### config.mk
export PLATFORM = sky130hd
export DESIGN_NAME = sw_debounce
export DESIGN_NICKNAME = d
export VERILOG_FILES = /design/src/rtl/sw_debounce.sv
export SDC_FILE = /design/constraint.sdc
export NUM_CORES = 1
export LEC_CHECK = 0
export ABC_CLOCK_PERIOD_IN_PS = 3310
export CORE_AREA = 5 5 123 125
export DETAILED_ROUTE_END_ITERATION = 10
export DIE_AREA = 0 0 128 130
export PLACE_DENSITY = 0.81
export SETUP_SLACK_MARGIN = 0.1
export SYNTH_ARGS = -nofsm -noshare
export SYNTH_HDL_FRONTEND = slang
export SYNTH_SLANG_ARGS = --single-unit
### constraint.sdc
create_clock -name clock -period 3.31 [get_ports clock]
set_input_delay 0.8275 -clock clock [delete_from_list [all_inputs] [get_ports clock]]
set_output_delay 0.8275 -clock clock [all_outputs]
set_load 0.1 [all_outputs]
### src/rtl/sw_debounce.sv
// sw_debounce: 2-flop synchroniser and counter debouncer for WIDTH
// slide switches and one push-button, with registered edge pulses.
//
// Ports:
//   clock        system clock
//   rst          asynchronous active-low reset
//   sw_in        raw bouncy slide switches (asynchronous)
//   btn_in       raw bouncy push-button, 1 = pressed (asynchronous)
//   sw_out       debounced switch levels
//   btn_level    debounced button level
//   btn_press    1-cycle pulse when btn_level rises
//   btn_release  1-cycle pulse when btn_level falls
//   sw_changed   1-cycle pulse when any sw_out bit updates
module sw_debounce #(
  parameter int          WIDTH           = 4,
  parameter logic [31:0] DEBOUNCE_CYCLES = 32'd1000000
) (
  input  logic             clock,
  input  logic             rst,
  input  logic [WIDTH-1:0] sw_in,
  input  logic             btn_in,
  output logic [WIDTH-1:0] sw_out,
  output logic             btn_level,
  output logic             btn_press,
  output logic             btn_release,
  output logic             sw_changed
);

  // Bit WIDTH carries the button; bits WIDTH-1:0 the switches.
  localparam int          N    = WIDTH + 1;
  localparam logic [31:0] LAST = DEBOUNCE_CYCLES - 32'd1;

  logic [N-1:0] meta;
  logic [N-1:0] sync;
  logic [N-1:0] stable;
  logic [N-1:0] accept;
  logic [31:0]  cnt [N];

  always_ff @(posedge clock or negedge rst) begin
    if (!rst) begin
      meta <= '0;
      sync <= '0;
    end else begin
      meta <= {btn_in, sw_in};
      sync <= meta;
    end
  end

  // A bit is accepted once it has disagreed with its stable value
  // for DEBOUNCE_CYCLES consecutive clocks.
  always_comb begin
    accept = '0;
    for (int i = 0; i < N; i++) begin
      accept[i] = (sync[i] != stable[i]) && (cnt[i] == LAST);
    end
  end

  // Any agreement with the stable value wipes the run; no partial credit.
  always_ff @(posedge clock or negedge rst) begin
    if (!rst) begin
      for (int i = 0; i < N; i++) begin
        cnt[i] <= '0;
      end
    end else begin
      for (int i = 0; i < N; i++) begin
        if (sync[i] == stable[i] || accept[i]) begin
          cnt[i] <= '0;
        end else begin
          cnt[i] <= cnt[i] + 32'd1;
        end
      end
    end
  end

  // Pulses are registered alongside stable so they coincide with the
  // new level becoming visible.
  always_ff @(posedge clock or negedge rst) begin
    if (!rst) begin
      stable      <= '0;
      btn_press   <= 1'b0;
      btn_release <= 1'b0;
      sw_changed  <= 1'b0;
    end else begin
      stable      <= stable ^ accept;
      btn_press   <= accept[WIDTH] & ~stable[WIDTH];
      btn_release <= accept[WIDTH] & stable[WIDTH];
      sw_changed  <= |accept[WIDTH-1:0];
    end
  end

  assign sw_out    = stable[WIDTH-1:0];
  assign btn_level = stable[WIDTH];

endmodule

-- Yosys cells after proc, flatten, opt, wreduce, memory -nomap -nowiden
Cells that the tools add are included.
- register bits after elaboration: 178
- input bits: 7
- $add $sub $neg: 5
- equality and inequality tests: 15
- muxes and demuxes: 5
- bitwise gates (word level): 4
- reductions and logical operators: 11
- operators by type and width (operator ; count):
    $add A32 B1 Y32 const B ; 5
    $eq A32 B20 Y1 const B ; 5
    $mux W32 ; 5
    $eq A1 B1 Y1 ; 5
    $logic_and A1 B1 Y1 ; 5
    $logic_or A1 B1 Y1 ; 5
    $ne A1 B1 Y1 ; 5
    $xor A5 B5 Y5 ; 1
    $reduce_or A4 Y1 ; 1
    $and A1 B1 Y1 ; 2
    $not A1 Y1 ; 1

-- Logic depth before layout (Yosys ltp)
- depth after elaboration: 4
- mapped depth: 8
- depth with buffers taken out: 6

-- Worst setup path after synthesis
OpenSTA, ideal clock, no wires.
- path type: reg-to-reg
- from: register cnt[84] in the netlist's numbering
- to: register cnt[68] in the netlist's numbering
- arrival: 1.924 ns
- required time: 3.190 ns
- path slack: 1.266 ns
- cell stages (with the launch flop): 8
- buffers on the path: 2
- cells stage by stage: dfrtp_1 or4b_1 or4_1 nor4_2 or2_1 buf_6 buf_12 nor2_2
- cells in the longest elaborated chain, start to end: 4
- ends and longest elaborated chain (element ; RTL line ; RTL):
    start: declaration ; 37 ; logic [31:0] cnt [N];
    start signal: indexed assignment ; 69 ; cnt[i] <= cnt[i] + 32'd1;
    $eq A32 B20 Y1 ; 54 ; accept[i] = (sync[i] != stable[i]) && (cnt[i] == LAST);
    $logic_and A1 B1 Y1 ; 54 ;
    $logic_or A1 B1 Y1 ; 66 ; if (sync[i] == stable[i] || accept[i]) begin
    $mux W32 ; 66 ;
Every way passes these cells.

-- Worst setup path after layout
- from: register cnt[48] in the netlist's numbering
- to: register cnt[47] in the netlist's numbering
Same word-level chain as after synthesis.

==> reports/metrics.cfg <==
[outcome]
outcome=completed

[final_layout]
layoutNonFillerInstCount=1098
antenna_cells=0
syn_to_final_growth_pct=9.26
nNetsFinal=919
n_fill_cell=1067
drive_gt1_frac=0.0893

[detailed_routing]
drt_pass1_iterations=7
routed_wl_um=16900
ant_nets=0
drt_iter0_drc=427
vias=6404
drc_errors=0
via_per_inst=5.83
post_drt_wl_per_cell_um=15.4

[clock_network]
cts.repair.resized=0
cts.sinks=178
post_cts_buffers=0
cts_root_buf=clkbuf_16
insertion_delay_ns=0.43
numCtsBuffers=17
hold_buffers=0
clk_path_buf_depth=2
htree_levels=4
clkTransAtPathRegs_ns=0.06
cts_tree=built

[yosys]
synth_top_family_by_area=simple AND/OR/NAND/NOR gates
synth-simple-area-share=0.291
synth_mux_area_frac=0.00643
syn_nets=907
yosysWarnings=0
synth_seq_area_share=0.509
yosysTopAreaCellShare=0.509
synth_compound_area_frac=0.00757
ys_ff_latch=178
synth_cell_types=39
synth_enable_flop_cells=0
netlist_instances=895
synth_top_cells_by_area=dfrtp_1 51%, xor2_1 8.2%, nor2_1 7.0%, xnor2_1 6.9%, nand4_1 4.1%
synth-xor-area-share=0.151
synthesis.area_sq_mm=0.00876
synthArstFlopShare=1.00
yosysTopAreaCell=dfrtp_1
ys.flop_type=dfrtp_1
synthAdderAreaFrac=0.00714
syn_avg_cell_area_sq_um=9.79

[floorplanning]
coreArea_sq_mm=0.0138
die_w_um=128
die_height_um=130
start_util=0.636
io_pins=15
die-area_sq_mm=0.0166
rows=43

[timing]
period_needed_ns=2.39
setup_tns_ns=0
skew_ns=0.00708
fmax_mhz=418
finalCritPeriodShare=0.722
setup_violations=0
drv_slew=0
tightest_slew_ns=0.948
slew_headroom=0.363
rsz0062_at_grt=false
hold_viol=0
hold_ws_ns=0.326

[pwr]
cell_internal_pwr_mw=3.28
finalPower_mw=4.19
switching_share=0.219
power.switching_uw=917
power_frac_comb=0.030
ir_worst_vdd_mv=0.351
cellLeakagePower_nw=3.95
pwr-share-clk=0.442
seq_power_share=0.529
power.density_mw_per_mm2=438

[worst_setup_path]
r2r-start=cnt[48]$_DFF_PN0_
start_kind=flip-flop
crit_arrival_ns=2.67
path_class=reg2reg
critPathLaunch=cnt[48]$_DFF_PN0_
cp_max_fo=32
worst_ep_required_time_ns=3.59
cp-end-kind=flip-flop

[grt]
grt_pass1_wl_um=29400
grt_pass1_vias=6331
grt_max_degree=71
antenna_found_initial=0
gr-total-overflow=0
track_usage=0.218

[hold_path]
min_path_type=in2async

[placement]
port_buffers=14
place_inst=1068
place.gp.congestion=0.874
dp_hpwl_um=11000

[flow_run]
max_cap_viol_count=0

[worst max-delay path, cell delays in order, from the launching register on]
cell     delay (ns)
dfrtp_1        0.40
nand2_1        0.08
or4_1          0.46
nor4_1         0.56
or2_2          0.61
nor2_1         0.13
[power groups by stage]
stage                     logic [mW]  clock network, mW  registers, mW
after CTS                      0.130               1.89           2.22
after global placement         0.127                  0           2.25
after detailed placement       0.130                  0           2.26
after floorplan               0.0674                  0           2.25
after global routing           0.145               1.97           2.22
final                          0.125               1.85           2.22
[stage by stage]
stage	util	worst slack (ns)	area (sq um)
finish	0.695	0.919	9570
global route	0.695	0.768	9570
CTS	0.695	0.911	9570
detailed placement	0.656	0.922	9030
global placement	0.656	1.03	9030
floorplan	-	1.27	8760
[cells in the mapped netlist (all sizes together) (2+ instances only)]
| library cell | n |
|---|---|
| and4 | 9 |
| nand4 | 58 |
| mux2 | 5 |
| nor3 | 27 |
| o21ai | 2 |
| nor4b | 6 |
| nand4b | 2 |
| and3 | 25 |
| nand3 | 59 |
| ha | 5 |
| clkbuf | 17 |
| or4b | 2 |
| nand2 | 56 |
| nor4 | 42 |
| dfrtp | 178 |
| and2 | 4 |
| or3 | 4 |
| a21oi | 4 |
| xor2 | 82 |
| or4 | 7 |
| nor2 | 184 |
| or2 | 7 |
| xnor2 | 69 |
| nor3b | 3 |
| inv | 17 |
| buf | 15 |
| o41ai | 3 |
[cells in the final DEF (no fill, tap or decap), types with 25 or more instances in the layout]
| cell type | synthesis | final |
|---|---|---|
| nand3_1 | 59 | 59 |
| dfrtp_1 | 178 | 178 |
| nor2_1 | 164 | 164 |
| and3_1 | 25 | 25 |
| nand2_1 | 56 | 56 |
| xor2_1 | 82 | 82 |
| xnor2_1 | 69 | 69 |
| nand4_1 | 58 | 58 |
| nor3_1 | 26 | 26 |
| nor4_1 | 40 | 40 |
[cell type report]
class | count | area (sq um) | share of cell area
inverter | 17 | 63.8 | 0.00667
clock buffer | 21 | 450 | 0.0471
clock inverter | 9 | 86.3 | 0.00902
tap | 180 | 225 | 0.0235
multi-input combinational | 668 | 4060 | 0.424
sequential | 178 | 4450 | 0.465
timing repair buffer | 25 | 229 | 0.0239
[state kept, by name, summed over array words and instances, names as in the netlist, named ones only]
signal	count
btn_release	1
meta	5
cnt	160
sync	5
sw_changed	1
btn_press	1
[worst paths after layout]
| path | end | slack, ns | cells after the start |
|---|---|---|---|
| worst max-delay path | cnt[47]$_DFF_PN0_ | 0.92 | 5 |
| worst min-delay path | cnt[2]$_DFF_PN0_ | 0.33 | 1 |
| worst max register to register | cnt[47]$_DFF_PN0_ | 0.92 | 5 |
| worst min register to register | sync[2]$_DFF_PN0_ | 0.35 | 0 |
| max in group asynchronous | cnt[135]$_DFF_PN0_ | 2.27 | 2 |
| min in group clock | sync[2]$_DFF_PN0_ | 0.35 | 0 |
[per-layer routing]
metal	up-vias	GRT usage	part of all wire
met1	3165	0.283	0.45
met3	20	0.0463	0.041
met2	113	0.368	0.50
li1	3106	-	-
met4	0	0.0693	0.012
met5	-	0	0
[logic make-up (layout without fill, tap and decap cells)]
| family | after synthesis | in the layout |
|---|---|---|
| flops | 178 | 178 |
| compound gates | 10 | 10 |
| mux | 5 | 5 |
| simple gates | 497 | 497 |
| buf+inv | 49 | 72 |
| xor+xnor | 151 | 151 |
| fa+ha+maj | 5 | 5 |
Power figures use the tool's default switching activity.
